<file path="src/rtl/uart_pkg.sv">
// rtl/uart_pkg.sv - shared state type, parity modes and parity helper for the UART receiver
package uart_pkg;

   typedef enum logic [2:0] {
      ST_IDLE,
      ST_START,
      ST_DATA,
      ST_PARITY,
      ST_STOP
   } rx_state_t;

   localparam int PAR_NONE = 0;
   localparam int PAR_ODD  = 1;
   localparam int PAR_EVEN = 2;

   // Data is zero-extended to 9 bits so one helper covers every legal DATA_W.
   function automatic logic parity_err(input logic [8:0] data, input logic pbit, input int mode);
      logic x;
      x = (^data) ^ pbit;
      case (mode)
         PAR_ODD:  parity_err = ~x;
         PAR_EVEN: parity_err = x;
         default:  parity_err = 1'b0;
      endcase
   endfunction

endpackage

</file>
<file path="src/rtl/uart_rx_fifo.sv">
// rtl/uart_rx_fifo.sv - receive word FIFO with drop-on-full and overrun pulse
module uart_rx_fifo #(
   parameter int WIDTH = 10,
   parameter int DEPTH = 4
) (
   input  logic             clk,
   input  logic             nrst,
   input  logic             wr_en,
   input  logic [WIDTH-1:0] wr_data,
   input  logic             rd_en,
   output logic [WIDTH-1:0] rd_data,
   output logic             not_empty,
   output logic             overrun
);

   localparam int AW = $clog2(DEPTH);

   logic [WIDTH-1:0] mem [DEPTH];
   logic [AW:0]      wr_ptr;
   logic [AW:0]      rd_ptr;
   logic             empty;
   logic             full;
   logic             do_rd;
   logic             do_wr;

   assign empty     = (wr_ptr == rd_ptr);
   assign full      = (wr_ptr[AW] != rd_ptr[AW]) && (wr_ptr[AW-1:0] == rd_ptr[AW-1:0]);
   assign do_rd     = rd_en && !empty;
   // A full FIFO still takes a push when the head leaves in the same cycle.
   assign do_wr     = wr_en && (!full || do_rd);
   assign not_empty = !empty;
   assign rd_data   = empty ? '0 : mem[rd_ptr[AW-1:0]];

   always_ff @(posedge clk) begin
      if (!nrst) begin
         wr_ptr  <= '0;
         rd_ptr  <= '0;
         overrun <= 1'b0;
      end else begin
         overrun <= wr_en && full && !do_rd;
         if (do_wr) wr_ptr <= wr_ptr + 1'b1;
         if (do_rd) rd_ptr <= rd_ptr + 1'b1;
      end
   end

   always_ff @(posedge clk) begin
      if (do_wr) mem[wr_ptr[AW-1:0]] <= wr_data;
   end

endmodule

</file>
<file path="src/rtl/uart_rx_os.sv">
// rtl/uart_rx_os.sv - oversampling UART receiver with parity/framing checks and receive FIFO
module uart_rx_os
   import uart_pkg::*;
#(
   parameter int DATA_W     = 8,
   parameter int OVS        = 16,
   parameter int PARITY     = 0,
   parameter int STOP_BITS  = 1,
   parameter int FIFO_DEPTH = 4
) (
   input  logic              clk,
   input  logic              nrst,
   input  logic              baud_tick,
   input  logic              rx,
   output logic [DATA_W-1:0] rx_data,
   output logic              rx_perr,
   output logic              rx_ferr,
   output logic              rx_valid,
   input  logic              rx_ready,
   output logic              overrun,
   output logic              busy
);

   localparam logic [5:0] TICK_HALF = 6'(OVS / 2 - 1);
   localparam logic [5:0] TICK_LAST = 6'(OVS - 1);
   localparam logic [3:0] BIT_LAST  = 4'(DATA_W - 1);
   localparam logic [3:0] STOP_LAST = 4'(STOP_BITS - 1);

   rx_state_t         state;
   logic              rx_s1;
   logic              rx_s2;
   logic              armed;
   logic [5:0]        tick_cnt;
   logic [3:0]        bit_cnt;
   logic [DATA_W-1:0] shreg;
   logic              par_bit;
   logic              ferr;
   logic              push_pend;
   logic [DATA_W+1:0] push_word;
   logic [DATA_W+1:0] head_word;

   assign busy = (state != ST_IDLE);

   // armed is only set by a high line seen in IDLE, so a break after a bad stop bit cannot restart a frame.
   always_ff @(posedge clk) begin
      if (!nrst) begin
         state     <= ST_IDLE;
         rx_s1     <= 1'b1;
         rx_s2     <= 1'b1;
         armed     <= 1'b0;
         tick_cnt  <= '0;
         bit_cnt   <= '0;
         shreg     <= '0;
         par_bit   <= 1'b0;
         ferr      <= 1'b0;
         push_pend <= 1'b0;
         push_word <= '0;
      end else begin
         rx_s1     <= rx;
         rx_s2     <= rx_s1;
         push_pend <= 1'b0;
         case (state)
            ST_IDLE: begin
               if (rx_s2) begin
                  armed <= 1'b1;
               end else if (baud_tick && armed) begin
                  armed    <= 1'b0;
                  tick_cnt <= '0;
                  state    <= ST_START;
               end
            end
            ST_START: if (baud_tick) begin
               if (tick_cnt == TICK_HALF) begin
                  tick_cnt <= '0;
                  bit_cnt  <= '0;
                  state    <= rx_s2 ? ST_IDLE : ST_DATA;
               end else begin
                  tick_cnt <= tick_cnt + 1'b1;
               end
            end
            ST_DATA: if (baud_tick) begin
               if (tick_cnt == TICK_LAST) begin
                  tick_cnt <= '0;
                  shreg    <= {rx_s2, shreg[DATA_W-1:1]};
                  if (bit_cnt == BIT_LAST) begin
                     bit_cnt <= '0;
                     ferr    <= 1'b0;
                     state   <= (PARITY != PAR_NONE) ? ST_PARITY : ST_STOP;
                  end else begin
                     bit_cnt <= bit_cnt + 1'b1;
                  end
               end else begin
                  tick_cnt <= tick_cnt + 1'b1;
               end
            end
            ST_PARITY: if (baud_tick) begin
               if (tick_cnt == TICK_LAST) begin
                  tick_cnt <= '0;
                  par_bit  <= rx_s2;
                  state    <= ST_STOP;
               end else begin
                  tick_cnt <= tick_cnt + 1'b1;
               end
            end
            ST_STOP: if (baud_tick) begin
               if (tick_cnt == TICK_LAST) begin
                  tick_cnt <= '0;
                  ferr     <= ferr | ~rx_s2;
                  if (bit_cnt == STOP_LAST) begin
                     push_word <= {ferr | ~rx_s2, parity_err(9'(shreg), par_bit, PARITY), shreg};
                     push_pend <= 1'b1;
                     bit_cnt   <= '0;
                     state     <= ST_IDLE;
                  end else begin
                     bit_cnt <= bit_cnt + 1'b1;
                  end
               end else begin
                  tick_cnt <= tick_cnt + 1'b1;
               end
            end
            default: state <= ST_IDLE;
         endcase
      end
   end

   uart_rx_fifo #(
      .WIDTH (DATA_W + 2),
      .DEPTH (FIFO_DEPTH)
   ) u_fifo (
      .clk       (clk),
      .nrst      (nrst),
      .wr_en     (push_pend),
      .wr_data   (push_word),
      .rd_en     (rx_ready),
      .rd_data   (head_word),
      .not_empty (rx_valid),
      .overrun   (overrun)
   );

   assign {rx_ferr, rx_perr, rx_data} = head_word;

endmodule

</file>
<file path="config.mk">
export PLATFORM = sky130hd
export DESIGN_NAME = uart_rx_os
export DESIGN_NICKNAME = d
export VERILOG_FILES = /design/src/rtl/uart_pkg.sv /design/src/rtl/uart_rx_fifo.sv /design/src/rtl/uart_rx_os.sv
export SDC_FILE = /design/constraint.sdc
export NUM_CORES = 1
export LEC_CHECK = 0
export CAP_MARGIN = 25
export CORE_MARGIN = 5
export CORE_UTILIZATION = 46
export DETAILED_ROUTE_END_ITERATION = 16
export PLACE_DENSITY = 0.75
export SETUP_SLACK_MARGIN = 0.5
export SLEW_MARGIN = 20
export SYNTH_ARGS = -nofsm -noshare
export SYNTH_HDL_FRONTEND = slang
export SYNTH_SLANG_ARGS = --single-unit
</file>
<file path="constraint.sdc">
create_clock -name clk -period 3.4 [get_ports clk]
set_input_delay 0.34 -clock clk [delete_from_list [all_inputs] [get_ports clk]]
set_output_delay 0.34 -clock clk [all_outputs]
set_load 0.005 [all_outputs]
</file>
==> results.json <==
{
  "grt_start_max_net_pins": 30,
  "cts_hold_buf": 0,
  "status": "finished clean",
  "finalSetupViolCount": 0,
  "grt_pass1_wl_um": 9777,
  "synth_top_flop_cell": "dfxtp_1",
  "ys_top_cells_by_area": "edfxtp_1 31%, dfxtp_1 26%, mux2i_1 6.4%, mux4_2 5.9%, nor2_1 3.8%",
  "place_hpwl_um": 3876,
  "post_cts_resized": 0,
  "ios": 18,
  "hold_depth": 1,
  "root_buffer": "clkbuf_8",
  "holdWs_ns": 0.4142,
  "skew_ns": 0.01214,
  "required_ns": 3.06,
  "final_common_cell": "dfxtp_1",
  "yosys.area_share.simple": 0.1468,
  "htree_num_levels": 3,
  "worstSetupPathType": "reg2out",
  "synth_warnings": 0,
  "via_count": 2134,
  "fin_nets": 316,
  "avgViaCountPerCell": 5.243,
  "dieArea_um2": 9298,
  "gp_congestion": 0.7927,
  "path_max_fanout": 9,
  "clock_latency_ns": 0.36,
  "post-cts-setup-buffers": 0,
  "final_cell_mix": "44 x dfxtp_1, 36 x edfxtp_1, 35 x nor2_1",
  "final.setup.tns_ns": 0,
  "seq_area_frac_synth": 0.5710,
  "grt_util_all_layers": 0.1389,
  "die_w_um": 96.43,
  "clk_pin_slew_worst_paths_ns": 0.08,
  "arrival_ns": 2.25,
  "netlist_area_um2": 3436,
  "synthAdderAreaFrac": 0.02913,
  "drc": 0,
  "p_leak_nw": 1.582,
  "rrSetupSlack_ns": 1.34,
  "syn_avg_cell_area_um2": 12.01,
  "first_pass_iters": 4,
  "end_kind": "output pin",
  "holdPathEnd": "rx_s2$_SDFF_PN1_",
  "vdd_drop_max_v": 0.0002053,
  "async_flop_share": 0,
  "maxSlewViolCount": 0,
  "startpoint_type": "flop",
  "netlist_instances": 286,
  "rows": 31,
  "reg2reg_to": "state[1]$_SDFFE_PN0P_",
  "synth_top_area_frac": 0.3146,
  "post-route-min-period_ns": 2.586,
  "synth_top_family_by_area": "simple AND/OR/NAND/NOR gates",
  "synth.distinct_cells": 51,
  "dr.first_iter.drc_count": 90,
  "grt_pass1_vias": 2055,
  "drive_gt1_frac": 0.1299,
  "fin_crit_sh": 0.7607,
  "cts.path.max_buffers": 2,
  "worst_slew_pin_slew_ns": 0.9112,
  "rsz0062_at_grt": "no",
  "min_from": "rx_s1$_SDFF_PN1_",
  "area_growth_pct": 12.78,
  "r2r-start": "bit_cnt[0]$_SDFFE_PN0P_",
  "synth_compound_area_frac": 0.07138,
  "wl_per_cell_um": 14.00,
  "yosys_register_bits": 80,
  "rr_worst_depth": 6,
  "p_total_mw": 1.737,
  "maxCapViolCount": 0,
  "syn-num-nets": 299,
  "powerDensity_nw_per_um2": 448.3,
  "io_buffer_count": 16,
  "die_h_um": 96.43,
  "clock.fmax_mhz": 386.6,
  "hold_violations": 0,
  "ant_nets": 0,
  "antenna_found_initial": 0,
  "start_util": 0.4737,
  "drt-total-wl_um": 5696,
  "cts_tree": "built",
  "cts.sink_count": 80,
  "synth.mux.area_fraction": 0.1264,
  "hp-class": "reg2reg",
  "antenna_cells": 0,
  "core_um2": 7253,
  "numCtsBuffers": 9,
  "yosys.area.top_type": "edfxtp_1",
  "synth-edff-count": 36,
  "overflow": 0,
  "slew_headroom": 0.3903,
  "synth_xor_xnor_area_share": 0.02039
}
[stage by stage]
step                      setup WS [ns]  utilization  instance area [um^2]  cells
after global placement            1.081       0.5066                  3675    391
after floorplan                   1.427            -                  3436    286
after detailed placement          1.005       0.5066                  3675    391
final                            0.8136       0.5342                  3875    407
after global routing             0.6254       0.5342                  3875    407
after CTS                        0.7265       0.5342                  3875    407
[how the worst max path moves through the flow]
stage | startpoint | endpoint | slack [ns]
after floorplan | bit_cnt[0]$_SDFFE_PN0P_ | state[0]$_SDFFE_PN0P_ | 1.43
after global placement | baud_tick | shreg[5]$_SDFFE_PN0P_ | 1.08
after detailed placement | baud_tick | shreg[3]$_SDFFE_PN0P_ | 1.01
after CTS | flop | rx_ferr | 0.73
after global routing | flop | rx_data[6] | 0.63
final | flop | rx_data[6] | 0.81
[cell type report]
class	count	area [um^2]
Clock inverter	7	76.32
Tap cell	99	123.9
Timing Repair Buffer	18	175.2
Fill cell	632	3378
Inverter	15	56.30
Sequential cell	80	1962
Multi-Input combinational cell	179	1358
Clock buffer	9	123.9
[cells by family (layout without fill, tap and decap cells)]
group,Yosys count,in the layout
adders and majority gates,8,8
xor gates and xnor gates,8,8
and+or+nand+nor,97,97
DFF,80,80
buffers and inverters,27,49
AOI/OAI and AO/OA,33,33
other,1,1
muxes,32,32
[registers in the layout (all words and copies together), names as in the netlist, named ones only]
| signal | cells |
|---|---|
| armed | 1 |
| bit_cnt | 4 |
| ferr | 1 |
| push_pend | 1 |
| push_word | 9 |
| rx_s1 | 1 |
| rx_s2 | 1 |
| shreg | 8 |
| state | 3 |
| tick_cnt | 6 |
| u_fifo.mem | 36 |
| u_fifo.overrun | 1 |
| u_fifo.rd_ptr | 3 |
| u_fifo.wr_ptr | 3 |
[power breakdown]
| part | internal (mW) | switching [mW] |
|---|---|---|
| clock network | 0.345 | 0.361 |
| registers | 0.997 | 0.00253 |
| logic | 0.0123 | 0.0193 |
| total | 1.35 | 0.383 |
[synth_stat cells (5+ instances only)]
master / count
a21oi_1: 11
nand2_1: 21
ha_1: 8
and2_1: 9
edfxtp_1: 36
dfxtp_1: 44
nand3_1: 7
clkbuf_1: 6
nand2b_1: 5
nor2_1: 35
inv_1: 15
mux2i_1: 22
mux4_2: 9
[per-layer routing]
metal  wire (um)  vias up  global-route usage  part of all wire
met3         234        4             0.04415             0.041
met4          51        0             0.05491            0.0090
met1        2684     1040              0.1759              0.47
met2        2726       31              0.2214              0.48
met5           0        -                   0                 0
li1            -     1059                   -                 -
[critical path, cell delays in order (launching register included)]
cell             delay [ns]
dfxtp_1                0.71
mux4_2                 0.58
and2_1                 0.17
clkdlybuf4s50_1        0.43
No activity file was read; power rests on OpenSTA's default activity.
==> RTL change 1: new RTL, same flow settings <==
Compare `tick_cnt` against `TICK_LAST` with >= in place of ==.
--- a/src/rtl/uart_rx_os.sv
+++ b/src/rtl/uart_rx_os.sv
@@ -94,7 +94,7 @@
                end
             end
             ST_PARITY: if (baud_tick) begin
-               if (tick_cnt == TICK_LAST) begin
+               if (tick_cnt >= TICK_LAST) begin
                   tick_cnt <= '0;
                   par_bit  <= rx_s2;
                   state    <= ST_STOP;
Formal check against the unedited RTL: no difference found for any inputs over 10 cycles, from zero or initial values and one cycle with nrst low; that may be too few to reach the edited logic, so the function may still have changed.
==> RTL change 1 against the unedited design <==
  * Highest routed layer unchanged
  * Cell area is 0.81% higher
  * Sequential share of layout area fell by 0.41 points
  * Critical path type unchanged
  * Sequential cell count unchanged
  * Register-to-register slack got worse by 0.27 ns
  * Critical path depth unchanged
  * Via count rose by 0.94%
  * Cell count is 1.5% higher
  * Setup slack improved by 0.023 ns
  * Total power grew 2.0%
  * Wire length decreased by 2.8%
  * Synthesized area is 0.98% higher
  * Sequential power about the same
  * Non-clock buffer count shrank 1
==> RTL change 1: results (changes against the unedited design) <==
Status: finished, final reports clean (unchanged)
Cts bufs inserted: 9 (unchanged)
Top cells by instance count after synthesis: dfxtp_1, nor2_1, edfxtp_1 (was dfxtp_1, edfxtp_1, nor2_1)
Syn Nets: 309 (was 299)
Ranking of synthesized cells by area: edfxtp_1, dfxtp_1, mux4_2, mux2i_1, nor2_1 (was edfxtp_1, dfxtp_1, mux2i_1, mux4_2, nor2_1)
Worst skew pair latency: 0.33 ns (was 0.36 ns)
CP Capture Point: rx_data[6] (unchanged)
Final nets: 322 (was 316)
Final GP Congestion: 0.768 (was 0.793)
Share of cells above drive strength 1: 10.5% (was 13.0%)
Max reg flops: 36 (unchanged)
R2r setup slk: 1.07 ns (was 1.34 ns)
Routed WL: 5.53 mm (was 5.70 mm)
R2R depth: 3 (was 6)
DR iter-0 viols: 85 (was 90)
First-pass iteration count of the detailed router: 4 (unchanged)
Area share of the largest cell type after synthesis: 31.2% (was 31.5%)
Unique cell type count in the Yosys netlist: 49 (was 51)
P_leak: 1.51 nW (was 1.58 nW)
Register area share after synthesis: 56.5% (was 57.1%)
Final Skew: 0.00488 ns (was 0.0121 ns)
Root buffer cell: clkbuf_8 (unchanged)
H-tree levels: 3 (unchanged)
Reg2Reg Capture Point: push_word[9]$_SDFFE_PN0P_ (was state[1]$_SDFFE_PN0P_)
Rel. slew slack: 41.7% (was 39.0%)
Max VDD drop: 0.000203 V (was 0.000205 V)
CTS resizes: 0 (unchanged)
Critical Setup Path Class: register to output pin (unchanged)
Total track usage: 12.6% (was 13.9%)
Vias in the first global route: 2,025 (was 2,055)
R2R Path Start: state[2]$_SDFFE_PN0P_ (was bit_cnt[0]$_SDFFE_PN0P_)
Hold endpoint: rx_s2$_SDFF_PN1_ (unchanged)
Critical Path AT: 2.22 ns (was 2.25 ns)
Post-synth EDFFs: 36 (unchanged)
Asr flop ratio synth: 0% (unchanged)
Critical Path Fanout Max: 9 (unchanged)
Largest net degree at the start of global routing: 20 (was 30)
Post-DP HPWL: 3.85 mm (was 3.88 mm)
Vias per cell: 5.22 (was 5.24)
## RTL change 1: where the power goes
| group | internal, mW | switching, mW |
|---|---|---|
| sequential | 0.997 | 0.00329 |
| combinational | 0.0112 | 0.0196 |
| clock | 0.414 | 0.327 |
| total | 1.42 | 0.350 |
## RTL change 1: kinds of logic (layout without fill, tap and decap cells)
| family | count (synthesis) | in the layout | synth area share (%) |
|---|---|---|---|
| mux | 30 | 30 | 11.9 |
| flops | 80 | 80 | 56.5 |
| compound gates | 37 | 37 | 8.11 |
| fa+ha+maj | 8 | 8 | 2.89 |
| simple gates | 103 | 103 | 14.9 |
| xor+xnor | 8 | 8 | 2.02 |
| other cells | 1 | 1 | 0.108 |
| buf+inv | 29 | 47 | 3.46 |
## RTL change 1: area by class of cell
type	count	area, um2
Clock buffer	11	131
Clock inverter	5	81.3
Fill cell	656	3390
Inverter	14	52.6
Multi-Input combinational cell	187	1390
Sequential cell	80	1960
Tap cell	99	124
Timing Repair Buffer	17	168
## RTL change 1: metal layers
| metal | track usage (%) | routed length [um] | up-vias |
|---|---|---|---|
| li1 | - | - | 1081 |
| met4 | 4.64 | 48 | 0 |
| met3 | 2.88 | 157 | 5 |
| met5 | 0 | 0 | - |
| met1 | 16.8 | 2710 | 1039 |
| met2 | 20.1 | 2620 | 29 |
## RTL change 1: critical path: stages, from the launching register on
cell,delay (ns)
dfxtp_1,0.70
mux4_2,0.57
and2_1,0.17
clkdlybuf4s50_1,0.44
## RTL change 1: through the flow
stage	instance area, um2	hold WS, ns	setup WS (ns)	std cells
after global placement	3690	0.400	1.11	397
after floorplan	3470	0.386	1.55	296
final	3910	0.422	0.837	413
after detailed placement	3690	0.408	1.01	397
after global routing	3910	0.435	0.674	413
after CTS	3910	0.430	0.769	413
==> RTL change 2: new RTL, same flow settings <==
Without the edit above. The parameter `PARITY` goes from 0 to 1.
--- a/src/rtl/uart_rx_os.sv
+++ b/src/rtl/uart_rx_os.sv
@@ -4,7 +4,7 @@
 #(
    parameter int DATA_W     = 8,
    parameter int OVS        = 16,
-   parameter int PARITY     = 0,
+   parameter int PARITY     = 1,
    parameter int STOP_BITS  = 1,
    parameter int FIFO_DEPTH = 4
 ) (
Check against the original RTL: same outputs for any inputs over 10 cycles, from zero or initial values and one cycle with nrst low; that may be too few to reach the edited logic, so the function may still have changed.
==> RTL change 2 against the unedited design <==
  * Setup slack worse by 0.051 ns
  * Synthesized area up 11%
  * Sequential cell count grew 6
  * Cell area grew 9.6%
  * Cell count up 12%
  * Wire length grew 12%
  * Via count up 9.7%
Power is not compared: it rests on default switching activity, and its combinational part moved more than twofold at a synthesized area within 25%.
==> RTL change 2: results (changes against the unedited design) <==
Max reg flops: 40 (was 36)
Vias per cell: 5.16 (was 5.24)
Final GP Congestion: 0.784 (was 0.793)
Met2 Use GR: 23.2% (was 22.1%)
Placed Cells: 438 (was 391)
Post-DP HPWL: 4.42 mm (was 3.88 mm)
Share of cells above drive strength 1: 11.5% (was 13.0%)
Dpl cell area: 0.00405 mm2 (was 0.00367 mm2)
Met3 usage: 3.18% (was 4.42%)
Rel. slew slack: 38.2% (was 39.0%)
Largest net degree at the start of global routing: 32 (was 30)
Critical Path AT: 2.30 ns (was 2.25 ns)
Status: finished, final reports clean (unchanged)
Area Growth Syn to Fin: 11.8% (was 12.8%)
CTS resizes: 0 (unchanged)
First-pass GRT wire length: 11.1 mm (was 9.78 mm)
Register area share after synthesis: 55.9% (was 57.1%)
Vias in the first global route: 2,360 (was 2,055)
Top cells by instance count after synthesis: dfxtp_1, edfxtp_1, nand2_1, nor2_1, a21oi_1 (was dfxtp_1, edfxtp_1, nor2_1)
Filler cells: 689 (was 632)
M1 WL: 2.88 mm (was 2.68 mm)
R2R depth: 3 (was 6)
Setup ws final: 0.763 ns (was 0.814 ns)
First-pass iteration count of the detailed router: 4 (unchanged)
Met1 usage: 17.4% (was 17.6%)
Final nets: 357 (was 316)
Met2 wire len: 3.15 mm (was 2.73 mm)
R2R Path Start: u_fifo.rd_ptr[0]$_SDFFE_PN0N_ (was bit_cnt[0]$_SDFFE_PN0P_)
Ranking of synthesized cells by area: edfxtp_1, dfxtp_1, mux4_2, mux2i_1, nand2_1 (was edfxtp_1, dfxtp_1, mux2i_1, mux4_2, nor2_1)
Syn Nets: 339 (was 299)
Top FF cell, synth: dfxtp_1 (unchanged)
DR iter-0 viols: 71 (was 90)
Number of port buffers: 17 (was 16)
Total track usage: 14.0% (was 13.9%)
Post-synth EDFFs: 40 (was 36)
Reg2Reg Capture Point: u_fifo.mem[2][3]$_DFFE_PP_ (was state[1]$_SDFFE_PN0P_)
Routed wl met3: 244 um (was 234 um)
Setup WS pre-CTS: 1.04 ns (was 1.01 ns)
Worst hold slack: 0.417 ns (was 0.414 ns)
-- RTL change 2: where the power goes --
| part | internal, mW | total [mW] | switching (mW) |
|---|---|---|---|
| Clock | 0.345 | 0.706 | 0.361 |
| Combinational | 0.0536 | 0.119 | 0.0649 |
| Sequential | 1.08 | 1.10 | 0.0235 |
| Total | 1.48 | 1.93 | 0.449 |
-- RTL change 2: cell type report --
cell class / instances / area share [%]
inverters: 12 / 1.06
multi-input cells: 213 / 36.4
well taps: 105 / 3.09
flip-flops and latches: 86 / 50.0
clock inverters: 6 / 1.62
repair buffers: 22 / 4.89
clock buffers: 10 / 3.01
-- RTL change 2: cells by family after synthesis --
family	count (synthesis)	share of synthesized area (%)
AND/OR/NAND/NOR	125	17.6
flip-flops	86	55.9
AO/OA/AOI/OAI	41	7.44
buffers and inverters	27	3.49
multiplexers	22	9.09
XOR/XNOR	17	3.92
adder cells (fa/ha/maj)	8	2.64
-- RTL change 2: how the worst max path moves through the flow --
| stage | from | endpoint | cells after the start |
|---|---|---|---|
| finish | register | rx_ferr | 3 |
| global route | register | rx_data[1] | 3 |
| CTS | register | rx_data[0] | 3 |
| detailed placement | register | rx_data[0] | 3 |
| global placement | register | rx_perr | 3 |
| floorplan | u_fifo.wr_ptr[1]$_SDFFE_PN0N_ | u_fifo.mem[3][0]$_DFFE_PP_ | 3 |
-- RTL change 2: worst max-delay path, cell delays in order (launching register included) --
cell and delay (ns):
dfxtp_1 0.75, mux4_2 0.59, and2_1 0.17, clkdlybuf4s50_1 0.44
